File: src/rtl/ipsxe_floating_point_unary_arb_v1_0.sv
// -----------------------------------------------------------------------------
// ipsxe_floating_point_unary_arb_v1_0
//
// Round-robin arbiter that shares one floating-point sign-manipulation unit
// (abs / negate / pass / nabs) among NREQ AXI4-Stream requesters. The winning
// operand has its sign bit rewritten and is queued, tagged with its channel
// id, in a 2-entry output FIFO.
//
// Ports:
//   i_aclk, i_rst            clock, synchronous active-high reset
//   i_axi4s_a_tdata          NREQ packed operands, channel k at [k*WIDTH +: WIDTH]
//   i_axi4s_a_tuser          NREQ packed 2-bit opcodes, channel k at [2k +: 2]
//   i_axi4s_a_tvalid         per-channel request valid
//   o_axi4s_a_tready         per-channel ready, at most one bit high
//   o_axi4s_result_tdata     FIFO head result word
//   o_axi4s_result_tuser     FIFO head channel id, zero-extended to 3 bits
//   o_axi4s_result_tvalid    FIFO not empty
//   i_axi4s_result_tready    consumer ready
//
// Configuration macro: IPSXE_FLOATING_POINT_UNARY_ARB_OPCODE_EN
//   defined   - i_axi4s_a_tuser selects the sign operation
//   undefined - opcode ignored, every transfer performs abs
// -----------------------------------------------------------------------------
module ipsxe_floating_point_unary_arb_v1_0 #(
    parameter int WIDTH = 32,
    parameter int NREQ  = 4
) (
    input  logic                  i_aclk,
    input  logic                  i_rst,
    input  logic [NREQ*WIDTH-1:0] i_axi4s_a_tdata,
    input  logic [2*NREQ-1:0]     i_axi4s_a_tuser,
    input  logic [NREQ-1:0]       i_axi4s_a_tvalid,
    output logic [NREQ-1:0]       o_axi4s_a_tready,
    output logic [WIDTH-1:0]      o_axi4s_result_tdata,
    output logic [2:0]            o_axi4s_result_tuser,
    output logic                  o_axi4s_result_tvalid,
    input  logic                  i_axi4s_result_tready
);

    localparam int ID_W = 3;

    typedef logic [WIDTH-1:0] word_t;
    typedef logic [ID_W-1:0]  id_t;

    id_t        ptr_q,  ptr_d;
    logic [1:0] count_q, count_d;
    word_t      data_q [2];
    word_t      data_d [2];
    id_t        id_q   [2];
    id_t        id_d   [2];

    logic  found;
    id_t   win;
    word_t sel_data;
    word_t result;
    logic  space;
    logic  push;
    logic  pop;

`ifdef IPSXE_FLOATING_POINT_UNARY_ARB_OPCODE_EN
    logic [1:0] sel_op;
`else
    logic unused_tuser;
    assign unused_tuser = ^i_axi4s_a_tuser;
`endif

    // Round-robin scan: walking j over two laps and ignoring j < ptr visits
    // channels ptr, ptr+1, ... modulo NREQ using only constant channel indices.
    // NOTE: every always_comb output gets a default first so no path leaves it
    // unassigned; otherwise synthesis infers a latch.
    always_comb begin
        found    = 1'b0;
        win      = '0;
        sel_data = '0;
`ifdef IPSXE_FLOATING_POINT_UNARY_ARB_OPCODE_EN
        sel_op   = 2'b00;
`endif
        for (int j = 0; j < 2*NREQ; j++) begin
            if (!found && (j >= int'(ptr_q)) && i_axi4s_a_tvalid[j % NREQ]) begin
                found    = 1'b1;
                win      = id_t'(j % NREQ);
                sel_data = i_axi4s_a_tdata[(j % NREQ)*WIDTH +: WIDTH];
`ifdef IPSXE_FLOATING_POINT_UNARY_ARB_OPCODE_EN
                sel_op   = i_axi4s_a_tuser[2*(j % NREQ) +: 2];
`endif
            end
        end
    end

    // Sign-bit rewrite; the magnitude bits always pass through untouched.
    always_comb begin
        result = sel_data;
`ifdef IPSXE_FLOATING_POINT_UNARY_ARB_OPCODE_EN
        case (sel_op)
            2'b00:   result[WIDTH-1] = 1'b0;
            2'b01:   result[WIDTH-1] = ~sel_data[WIDTH-1];
            2'b10:   result[WIDTH-1] = sel_data[WIDTH-1];
            default: result[WIDTH-1] = 1'b1;
        endcase
`else
        result[WIDTH-1] = 1'b0;
`endif
    end

    // Space depends only on registered occupancy, so a slot freed by a pop
    // this cycle is not offered until the next one. Reset blocks grants.
    assign space = (count_q != 2'd2);
    assign push  = found && space && !i_rst;
    assign pop   = (count_q != 2'd0) && i_axi4s_result_tready;

    always_comb begin
        o_axi4s_a_tready = '0;
        for (int k = 0; k < NREQ; k++) begin
            o_axi4s_a_tready[k] = push && (win == id_t'(k));
        end
    end

    // FIFO: entry 0 is always the head; a pop shifts entry 1 forward. A push
    // lands in the first slot still occupied-free after that shift.
    always_comb begin
        data_d  = data_q;
        id_d    = id_q;
        count_d = count_q;
        ptr_d   = ptr_q;

        if (pop) begin
            data_d[0] = data_q[1];
            id_d[0]   = id_q[1];
        end

        if (push) begin
            if ((count_q == 2'd0) || ((count_q == 2'd1) && pop)) begin
                data_d[0] = result;
                id_d[0]   = win;
            end else begin
                data_d[1] = result;
                id_d[1]   = win;
            end
            ptr_d = (win == id_t'(NREQ-1)) ? '0 : win + id_t'(1);
        end

        count_d = count_q + {1'b0, push} - {1'b0, pop};
    end

    // NOTE: state registers use non-blocking assignments so every flop samples
    // the pre-edge value of every other flop, independent of statement order.
    always_ff @(posedge i_aclk) begin
        if (i_rst) begin
            ptr_q   <= '0;
            count_q <= '0;
            // NOTE: the FIFO storage is reset because the head entry drives
            // tdata/tuser directly and those must read zero after reset.
            for (int e = 0; e < 2; e++) begin
                data_q[e] <= '0;
                id_q[e]   <= '0;
            end
        end else begin
            ptr_q   <= ptr_d;
            count_q <= count_d;
            data_q  <= data_d;
            id_q    <= id_d;
        end
    end

    assign o_axi4s_result_tdata  = data_q[0];
    assign o_axi4s_result_tuser  = id_q[0];
    assign o_axi4s_result_tvalid = (count_q != 2'd0);

endmodule
File: config.mk
export PLATFORM = sky130hd
export DESIGN_NAME = ipsxe_floating_point_unary_arb_v1_0
export DESIGN_NICKNAME = d
export VERILOG_FILES = /design/src/rtl/ipsxe_floating_point_unary_arb_v1_0.sv
export SDC_FILE = /design/constraint.sdc
export NUM_CORES = 1
export LEC_CHECK = 0
export CAP_MARGIN = 10
export CORE_MARGIN = 8
export CORE_UTILIZATION = 35
export CTS_BUF_LIST = sky130_fd_sc_hd__clkbuf_2 sky130_fd_sc_hd__clkbuf_4 sky130_fd_sc_hd__clkbuf_8
export DETAILED_ROUTE_END_ITERATION = 12
export RECOVER_POWER = 50
export SLEW_MARGIN = 40
export SYNTH_ARGS = -nofsm -noshare
export SYNTH_HDL_FRONTEND = slang
export SYNTH_SLANG_ARGS = --single-unit
File: constraint.sdc
create_clock -name i_aclk -period 3.69 [get_ports i_aclk]
set_input_delay 0.369 -clock i_aclk [delete_from_list [all_inputs] [get_ports i_aclk]]
set_output_delay 0.369 -clock i_aclk [all_outputs]
set_load 0.05 [all_outputs]
* Word-level counts from Yosys, hierarchy flattened *
Index checks and enable logic that the tools add are counted.

cells by class
  $add $sub $neg = 3
  order comparisons = 7
  equality and inequality tests = 5
  mux-type cells = 32
  bitwise gates (word level) = 1
  reductions and logical operators = 35

operators with widths
  cell                                                               number
  2-to-1 mux 31 bit                                                  9
  2-to-1 mux 32 bit                                                  2
  2-to-1 mux 64 bit                                                  1
  2-to-1 mux 3 bit                                                   10
  logical AND 1 bit                                                  22
  greater-or-equal comparator 3 bit (first input constant)           3
  2-to-1 mux 1 bit                                                   9
  logical NOT 1 bit                                                  8
  equality test 3 x 2 -> 1 bit (second input constant)               2
  greater-or-equal comparator 1 x 3 -> 1 bit (first input constant)  2
  greater-or-equal comparator 2 x 3 -> 1 bit (first input constant)  2
  2-to-1 mux 6 bit                                                   1
  adder 3 x 1 -> 3 bit (second input constant)                       1
  equality test 3 x 1 -> 1 bit (second input constant)               1
  logical NOT 3 bit                                                  1
  adder 2 x 1 -> 2 bit                                               1
  equality test 2 x 1 -> 1 bit (second input constant)               1
  logical NOT 2 bit                                                  1
  != test 2 bit (second input constant)                              1
  AND reduction 2 bit                                                1
  nonzero test 2 bit                                                 1
  subtractor 2 x 1 -> 2 bit                                          1
  logical OR 1 bit                                                   1
  NOT 1 bit                                                          1

word-level totals
  bits in registers = 74
  bits of input ports = 143
  output and inout bits = 40
  word-level logic and storage cells = 89

* Longest topological paths before layout *
Gate-level depths: netlist of the first run.

  word-level depth = 34
  mapped depth = 10
  gate-level depth less buffers = 9

* Least setup slack after synthesis of the first run *
Ideal clock, no wire load.

  path type = input port to output port
  start point = in i_axi4s_a_tvalid[1]
  end point = out o_axi4s_a_tready[3]
  arrival = 2.149 ns
  required time = 3.321 ns
  setup slack = 1.172 ns
  stages on the path = 10
  path buffers = 3
  cell sequence = buf_6 -> o21ba_1 -> nand2b_1 -> buf_6 -> or2_1 -> buf_2 -> and3_1 -> inv_1 -> ha_1 -> and2_1

on the way
  elaborated cells on any way between the ends = 36
  those cells by class = 1 x eq/ne; 14 x mux; 21 x reduce/logical

RTL lines
  element                           RTL line  text
  start: declaration                32        input logic [NREQ-1:0] i_axi4s_a_tvalid,
  logical AND 1 bit                 79        if (!found && (j >= int'(ptr_q)) && i_axi4s_a_tvalid[j % NREQ]) begin
  2-to-1 mux 1 bit                  79
  logical NOT 1 bit                 79
  logical AND 1 bit (2 in a row)    79
  2-to-1 mux 1 bit                  79
  logical NOT 1 bit                 79
  logical AND 1 bit (2 in a row)    79
  2-to-1 mux 1 bit                  79
  [... 9 more ...]                  n/a
  logical AND 1 bit (2 in a row)    79
  2-to-1 mux 1 bit                  79
  logical NOT 1 bit                 79
  logical AND 1 bit                 79
  2-to-1 mux 3 bit (*)              79
  via win[1]                        53        id_t win;
  equality test 3 x 2 -> 1 bit (*)  114       o_axi4s_a_tready[k] = push && (win == id_t'(k));
  logical AND 1 bit (*)             114
  end: declaration                  33        output logic [NREQ-1:0] o_axi4s_a_tready,

Mark *: on every way through the listed nets, which the timed path passes. The rest lies on a longest branch.

* Worst setup path in the final report of the first run *
  start point = reg ptr_q[1]
  end point = reg data_q[23] in the netlist's numbering

on the way
  word-level cells in the longest chain between the ends = 33
  elaborated cells on any way between the ends = 47
  those cells by class = 7 x order compare; 16 x mux; 24 x reduce/logical

RTL lines
  element                                     RTL line  text
  start: declaration                          45        id_t ptr_q, ptr_d;
  start signal: assignment                    158       ptr_q <= ptr_d;
  greater-or-equal comparator 1 x 3 -> 1 bit  79
  logical AND 1 bit                           79
  2-to-1 mux 1 bit                            79
  logical NOT 1 bit                           79
  logical AND 1 bit (2 in a row)              79
  2-to-1 mux 1 bit                            79
  logical NOT 1 bit                           79
  logical AND 1 bit (2 in a row)              79
  [... 13 more ...]                           n/a
  logical NOT 1 bit                           79
  logical AND 1 bit (2 in a row)              79
  2-to-1 mux 1 bit                            79
  logical NOT 1 bit                           79
  logical AND 1 bit                           79
  2-to-1 mux 1 bit                            79
  logical AND 1 bit (2 in a row)              108       assign push = found && space && !i_rst;
  AND reduction 2 bit (no source line)        n/a
  end signal: assignment                      160       data_q <= data_d;
  end: declaration                            47        word_t data_q [2];

Several ways; a longest one is shown, not always the timed one.
A chain may end at the register's enable or synchronous reset.

==> results of run 1 <==
-- power by group through the flow --
stage	combinational (uW)	clock (uW)	sequential, uW
2_1_floorplan	1890	0	1100
3_3_place_gp	2420	0	1200
3_5_place_dp	2470	0	1200
4_1_cts	2480	737	1190
5_1_grt	2580	765	1210
6_report	2430	726	1180
-- state kept, by name, summed over array words and instances, names as in the netlist --
signal	flops
count_q	2
data_q	31
id_q	2
o_axi4s_result_tdata	32
o_axi4s_result_tuser	3
ptr_q	2
-- final cells by class --
cell class | count | area [sq um] | area share, %
inverters | 14 | 52.55 | 0.6950
flip-flops and latches | 72 | 1443 | 19.08
repair buffers | 199 | 1921 | 25.40
multi-input cells | 495 | 3650 | 48.27
clock inverters | 5 | 80.08 | 1.059
clock buffers | 11 | 145.1 | 1.920
well taps | 216 | 270.3 | 3.574
-- per-layer routing --
| layer | share of wire [%] | global-route usage, % | wire [microns] |
|---|---|---|---|
| met5 | 0 | 0 | 0 |
| met4 | 1.0 | 7.139 | 246 |
| met3 | 10 | 5.043 | 2457 |
| met2 | 49 | 38.16 | 11510 |
| met1 | 40 | 26.82 | 9435 |
-- synthesized netlist by cell type, drive strengths merged, types with 21 or more instances --
master	count
buf	70
nor3	32
nor2	33
dfxtp	72
nand2	39
mux2i	40
or3	26
clkbuf	39
a2111oi	21
a221oi	27
o221ai	27
o22ai	61
and3b	32
a31oi	35
o21ai	39
-- final timing paths --
check / startpoint / end / slack (ns) / cells past startpoint
worst min register to register: o_axi4s_result_tuser[2] / o_axi4s_result_tuser[2] / 0.49 / 1
worst min-delay path: i_rst / count_q[0] / 0.31 / 2
worst max-delay path: ptr_q[1] / data_q[23] / 0.25 / 7
worst max register to register: ptr_q[1] / data_q[23] / 0.25 / 7
-- per-stage QoR --
step	total power (uW)	cell area, sq um	cells	util (%)	hold slack [ns]
2_1_floorplan	2993	5731	690	-	0.4538
3_5_place_dp	3675	7352	996	46.12	0.4756
5_1_grt	4548	7561	1012	47.43	0.3260
6_report	4339	7561	1012	47.43	0.3084
4_1_cts	4406	7577	1012	47.53	0.3002
3_3_place_gp	3621	7350	996	46.10	0.4708
-- logic make-up after synthesis --
logic type | synth area share (%)
AND/OR/NAND/NOR | 19.87
XOR/XNOR | 0.3057
multiplexers | 7.183
flip-flops | 25.15
AO/OA/AOI/OAI | 34.21
buffers and inverters | 11.96
adder cells (fa/ha/maj) | 1.310
==> run_results.csv, run 1 <==
group,metric,value,unit
synth,dominantRegCellSynth,"sky130_fd_sc_hd__dfxtp_1",
worst_setup_path,sort_of_element_at_the_end_of_the_critical_path,"register",
power_and_ir_drop,p_switching,2030,uW
clock_tree,cts_hold_buf,0,
power_and_ir_drop,internal_power,2309,uW
drt,wirelength,23650,microns
outcome,run_status,"completed",
synth,async_reset_ff_share,0,%
drt,postRouteAntennaNets,0,
job,maxCapViolations,0,
floorplan,die_w,144.0,microns
worst_setup_path,critPathSlowestCell,"sky130_fd_sc_hd__dfxtp_2",
global_route,global_route_wire_length_before_repair,36300,microns
worst_setup_path,path_class,"register to register",
power_and_ir_drop,p_leak,0.002878,uW
floorplan,fp.dieH,144.0,microns
drt,drt_first_pass_iters,6,
cells_and_area,filler_cell_count,1517,
synth,postSynthRegisterBits,72,
timing,period_minus_slack,3.445,ns
place,gpl.final_weighted_congestion,0.8048,
cells_and_area,area_growth_from_synthesis_to_layout,31.94,%
place,place_worst_setup_slack,0.3994,ns
worst_setup_path,crit_required,3.94,ns
power_and_ir_drop,power_frac_comb,56.0,%
clock_tree,clk_pin_slew_worst_paths,0.08,ns
floorplan,core-area,15940,sq um
synth,seq_area_frac_synth,25.15,%
synth,mappedNetlistNets,839,
clock_tree,clock_latency,0.36,ns
clock_tree,cts_repair_resized_insts,0,
worst_setup_path,timing.critical_path.max_delay_family,"buffers and inverters",
cells_and_area,num_antenna_cells,0,
timing,fin_ws,0.2453,ns
hold_path,min-delay-path-class,"primary input to register",
timing,fin_tns_setup,0,ns
timing,timing.final.max_slew_violations,0,
clock_tree,root_buffer,"sky130_fd_sc_hd__clkbuf_8",
floorplan,initial_core_util,35.94,%
global_route,antenna_violations_before_repair,0,
synth,syn_avg_cell_area,8.305,sq um
worst_setup_path,critical_path_arrival,3.69,ns
power_and_ir_drop,cellPowerDensity,573.9,nW/um^2
global_route,total_routing_usage_reported_by_global_routing,22.23,%
synth,syn-instance-count,690,
synth,synth_enable_flop_cells,0,
clock_tree,cts_sinks,72,
place,io_buffers,170,
synth,synth_largest_type_area_fraction,25.15,%
global_route,grt_overflow,0,
timing,slew-limit-headroom,19.49,%
synth,post_synth_instance_area,5730,sq um
drt,wl_per_cell,23.37,microns
timing,timing_worst_slew_pin_value,1.208,ns
synth,synth_top_cells_by_area,"sky130_fd_sc_hd__dfxtp_1 (25%), sky130_fd_sc_hd__mux2i_1 (7.0%), sky130_fd_sc_hd__o22ai_1 (6.7%), sky130_fd_sc_hd__a2111oi_2 (5.2%), sky130_fd_sc_hd__buf_4 (5.1%)",
clock_tree,tritoncts_clock_tree,"done",
timing,worst_clk_skew,0.008917,ns
synth,yosysWarningCount,0,
worst_setup_path,critical_path.startpoint_type,"register",
worst_setup_path,crit_path_largest_cell_delay,0.81,ns
power_and_ir_drop,netSwitchingFraction,46.78,%
worst_setup_path,critPathBufInv,2,
timing,final_hold_viol_count,0,
floorplan,floorplan.die_area,20720,sq um
drt,via_per_inst,6.191,
cells_and_area,nNetsFinal,940,
floorplan,fp-row-count,46,
drt,route.vias.total,6265,
cells_and_area,most-common-layout-cells,"sky130_fd_sc_hd__clkdlybuf4s50_1 (127), sky130_fd_sc_hd__dfxtp_1 (71), sky130_fd_sc_hd__o22ai_1 (61)",
clock_tree,ctsLongestPathBuffers,2,
timing,final.period_utilization,93.35,%
clock_tree,cts_max_level,3,
drt,detailedRoute.firstIterationViolations,585,
synth,unique_masters_post_synth,53,
power_and_ir_drop,irDropWorstVdd,280.8,uV
timing,setup_viol_count_final,0,
global_route,number_of_global_route_vias_before_repair,6548,
timing,achievable-frequency,290.3,MHz
synth,yosys.area.top_type,"sky130_fd_sc_hd__dfxtp_1",
worst_setup_path,critical_path_cell_sequence,"nand2b_1 -> a21oi_4 -> clkbuf_2 -> o21ai_4 -> clkbuf_1 -> o221ai_2 -> a2111oi_2",
drt,route.detailed.drc,0,
global_route,grt_start_max_net_pins,59,
cells_and_area,fraction_of_layout_instances_using_a_drive_strength_above_1,12.19,%
timing,rsz0062_at_grt,"false",
cells_and_area,layout.cells.most_common,"sky130_fd_sc_hd__clkdlybuf4s50_1",
clock_tree,post_cts_buffers,0,
power_and_ir_drop,power.sequential.fraction,27.3,%
floorplan,io_pins,183,
place,dp.final_hpwl,16030,microns
clock_tree,cts_made_buffers,9,
worst_setup_path,critical_path_peak_fanout,29,
power_and_ir_drop,clock_network_fraction_of_total_power,16.7,%
(Power assumes the default switching activity.)
==> inputs of run 2 (changes only) <==
Settings changed: MAX_ROUTING_LAYER set to met4.
==> run_results.csv, run 2 (synthesis gave the netlist of run 1 again) <==
group,metric,value,unit
clock_tree,root_buffer,"sky130_fd_sc_hd__clkbuf_8",
power_and_ir_drop,netSwitchingFraction,46.76,%
worst_setup_path,worstReg2RegEnd,"data_q[23]",
floorplan,fp.dieH,144.0,microns
timing,fin_tns_setup,0,ns
hold_path,min-delay-path-class,"primary input to register",
cells_and_area,area_growth_from_synthesis_to_layout,31.70,%
cells_and_area,layout.cells.most_common,"sky130_fd_sc_hd__clkdlybuf4s50_1",
hold_path,timing.hold.worst_path_depth,2,
worst_setup_path,timing.critical_path.max_delay_family,"buffers and inverters",
clock_tree,tritoncts_clock_tree,"done",
clock_tree,ctsLongestPathBuffers,2,
outcome,run_status,"completed",
clock_tree,cts_repair_resized_insts,0,
power_and_ir_drop,p_switching,2026,uW
job,maxCapViolations,0,
clock_tree,cts_sinks,72,
cells_and_area,num_antenna_cells,0,
timing,final_hold_viol_count,0,
cells_and_area,most-common-layout-cells,"sky130_fd_sc_hd__clkdlybuf4s50_1 (127), sky130_fd_sc_hd__dfxtp_1 (71), sky130_fd_sc_hd__o22ai_1 (61)",
power_and_ir_drop,irDropWorstVdd,281.4,uV
place,dp_cells,996,
global_route,number_of_global_route_vias_before_repair,6560,
drt,detailedRoute.firstIterationViolations,732,
drt,drt_first_pass_iters,6,
floorplan,die_w,144.0,microns
worst_setup_path,critical_path_arrival,3.08,ns
global_route,total_routing_usage_reported_by_global_routing,22.86,%
power_and_ir_drop,power_frac_comb,56.0,%
clock_tree,clk_pin_slew_worst_paths,0.08,ns
drt,wl_per_cell,23.31,microns
timing,slew-limit-headroom,21.25,%
worst_setup_path,r2r_setup_slack,0.51,ns
worst_setup_path,crit_required,3.32,ns
global_route,grt_overflow,0,
drt,wirelength,23590,microns
cells_and_area,nNetsFinal,940,
timing,worst_clk_skew,0.006967,ns
timing,timing.final.max_slew_violations,0,
power_and_ir_drop,cellPowerDensity,574.3,nW/um^2
worst_setup_path,critical_path_peak_fanout,15,
timing,period_minus_slack,3.453,ns
cells_and_area,non_filler_cells_in_the_finished_layout,1012,
floorplan,core-area,15940,sq um
power_and_ir_drop,internal_power,2308,uW
timing,hold_slack,0.3093,ns
floorplan,io_pins,183,
drt,postRouteAntennaNets,0,
clock_tree,cts_max_level,3,
place,io_buffers,170,
timing,rsz0062_at_grt,"false",
timing,achievable-frequency,289.6,MHz
global_route,global_route_wire_length_before_repair,36300,microns
power_and_ir_drop,p_leak,0.002875,uW
worst_setup_path,crit-reg2reg-launch,"ptr_q[1]",
global_route,grt_start_max_net_pins,59,
clock_tree,clock_latency,0.35,ns
worst_setup_path,critPathBufInv,4,
worst_setup_path,reg2reg_depth,7,
clock_tree,cts_hold_buf,0,
cells_and_area,fraction_of_layout_instances_using_a_drive_strength_above_1,12.06,%
cells_and_area,filler_cell_count,1518,
hold_path,hold_end,"count_q[0]",
power_and_ir_drop,power.sequential.fraction,27.3,%
timing,setup_viol_count_final,0,
place,dp.final_hpwl,16030,microns
drt,route.vias.total,6309,
clock_tree,cts_made_buffers,9,
timing,final.period_utilization,93.58,%
place,gpl.final_weighted_congestion,0.8165,
worst_setup_path,critical_path.startpoint_type,"primary input",
worst_setup_path,critical_path_cell_sequence,"dlygate4sd3_1 -> clkbuf_1 -> nand2_1 -> a21oi_1 -> nor3_1 -> inv_1 -> ha_1 -> and2_1 -> buf_4",
worst_setup_path,crit_path_largest_cell_delay,0.80,ns
worst_setup_path,sort_of_element_at_the_end_of_the_critical_path,"output port",
drt,via_per_inst,6.234,
floorplan,floorplan.die_area,20720,sq um
global_route,antenna_violations_before_repair,0,
drt,route.detailed.drc,0,
worst_setup_path,critPathSlowestCell,"sky130_fd_sc_hd__dlygate4sd3_1",
timing,timing_worst_slew_pin_value,1.181,ns
floorplan,initial_core_util,35.94,%
clock_tree,post_cts_buffers,0,
cells_and_area,max_ffs_per_register,32,
floorplan,fp-row-count,46,
worst_setup_path,path_class,"primary input to output port",
power_and_ir_drop,clock_network_fraction_of_total_power,16.7,%
hold_path,worstHoldStart,"i_rst",
run 2: cell types whose count changed in the layout (fill, tap and decap cells not counted), sizes merged:
cell / before / now
buf: 30 / 29
clkbuf: 16 / 17
run 2: worst register-to-register path: cells and delay by family, from the launching register on:
family          cells  cell delay [ns]
compound gates      4             1.09
buf+inv             2             0.89
simple gates        1             0.28
flops               1             0.80
run 2: final cells by class:
class | count | area, sq um | area share, %
multi-input combinational | 495 | 3638 | 48.21
timing repair buffer | 199 | 1918 | 25.41
sequential | 72 | 1443 | 19.11
tap | 216 | 270.3 | 3.581
clock buffer | 11 | 145.1 | 1.923
clock inverter | 5 | 80.08 | 1.061
inverter | 14 | 52.55 | 0.6963
run 2: worst max-delay path by stage:
stage,startpoint,end,slack (ns),cells past startpoint
global route,i_axi4s_a_tvalid[0],o_axi4s_a_tready[2],0.12,9
CTS,i_axi4s_a_tvalid[0],o_axi4s_a_tready[0],0.39,9
detailed placement,i_axi4s_a_tvalid[0],o_axi4s_a_tready[2],0.40,9
global placement,i_axi4s_a_tvalid[0],o_axi4s_a_tready[2],0.39,9
finish,i_axi4s_a_tvalid[0],o_axi4s_a_tready[2],0.24,9
floorplan,i_axi4s_a_tvalid[1],o_axi4s_a_tready[3],1.17,10
run 2: stage by stage:
step / worst slack (ns) / power [uW] / cell area [sq um] / util [%]
after floorplan: 1.172 / 2993 / 5731 / -
after global placement: 0.3921 / 3621 / 7350 / 46.10
after detailed placement: 0.3994 / 3675 / 7352 / 46.12
after CTS: 0.3900 / 4406 / 7577 / 47.53
after global routing: 0.1213 / 4544 / 7547 / 47.34
final: 0.2368 / 4334 / 7547 / 47.34
run 2: power by group through the flow:
stage	clock, uW	combinational, uW	sequential, uW
global placement	0	2420	1200
detailed placement	0	2470	1200
floorplan	0	1890	1100
global route	766	2570	1210
finish	725	2430	1180
CTS	737	2480	1190
run 2: routing by layer:
layer	routed length, microns	up-vias	GRT usage, %
li1	-	2836	-
met1	9616	3057	27.29
met2	11340	378	38.14
met3	2256	38	4.346
met4	376	0	7.194
met5	0	-	-
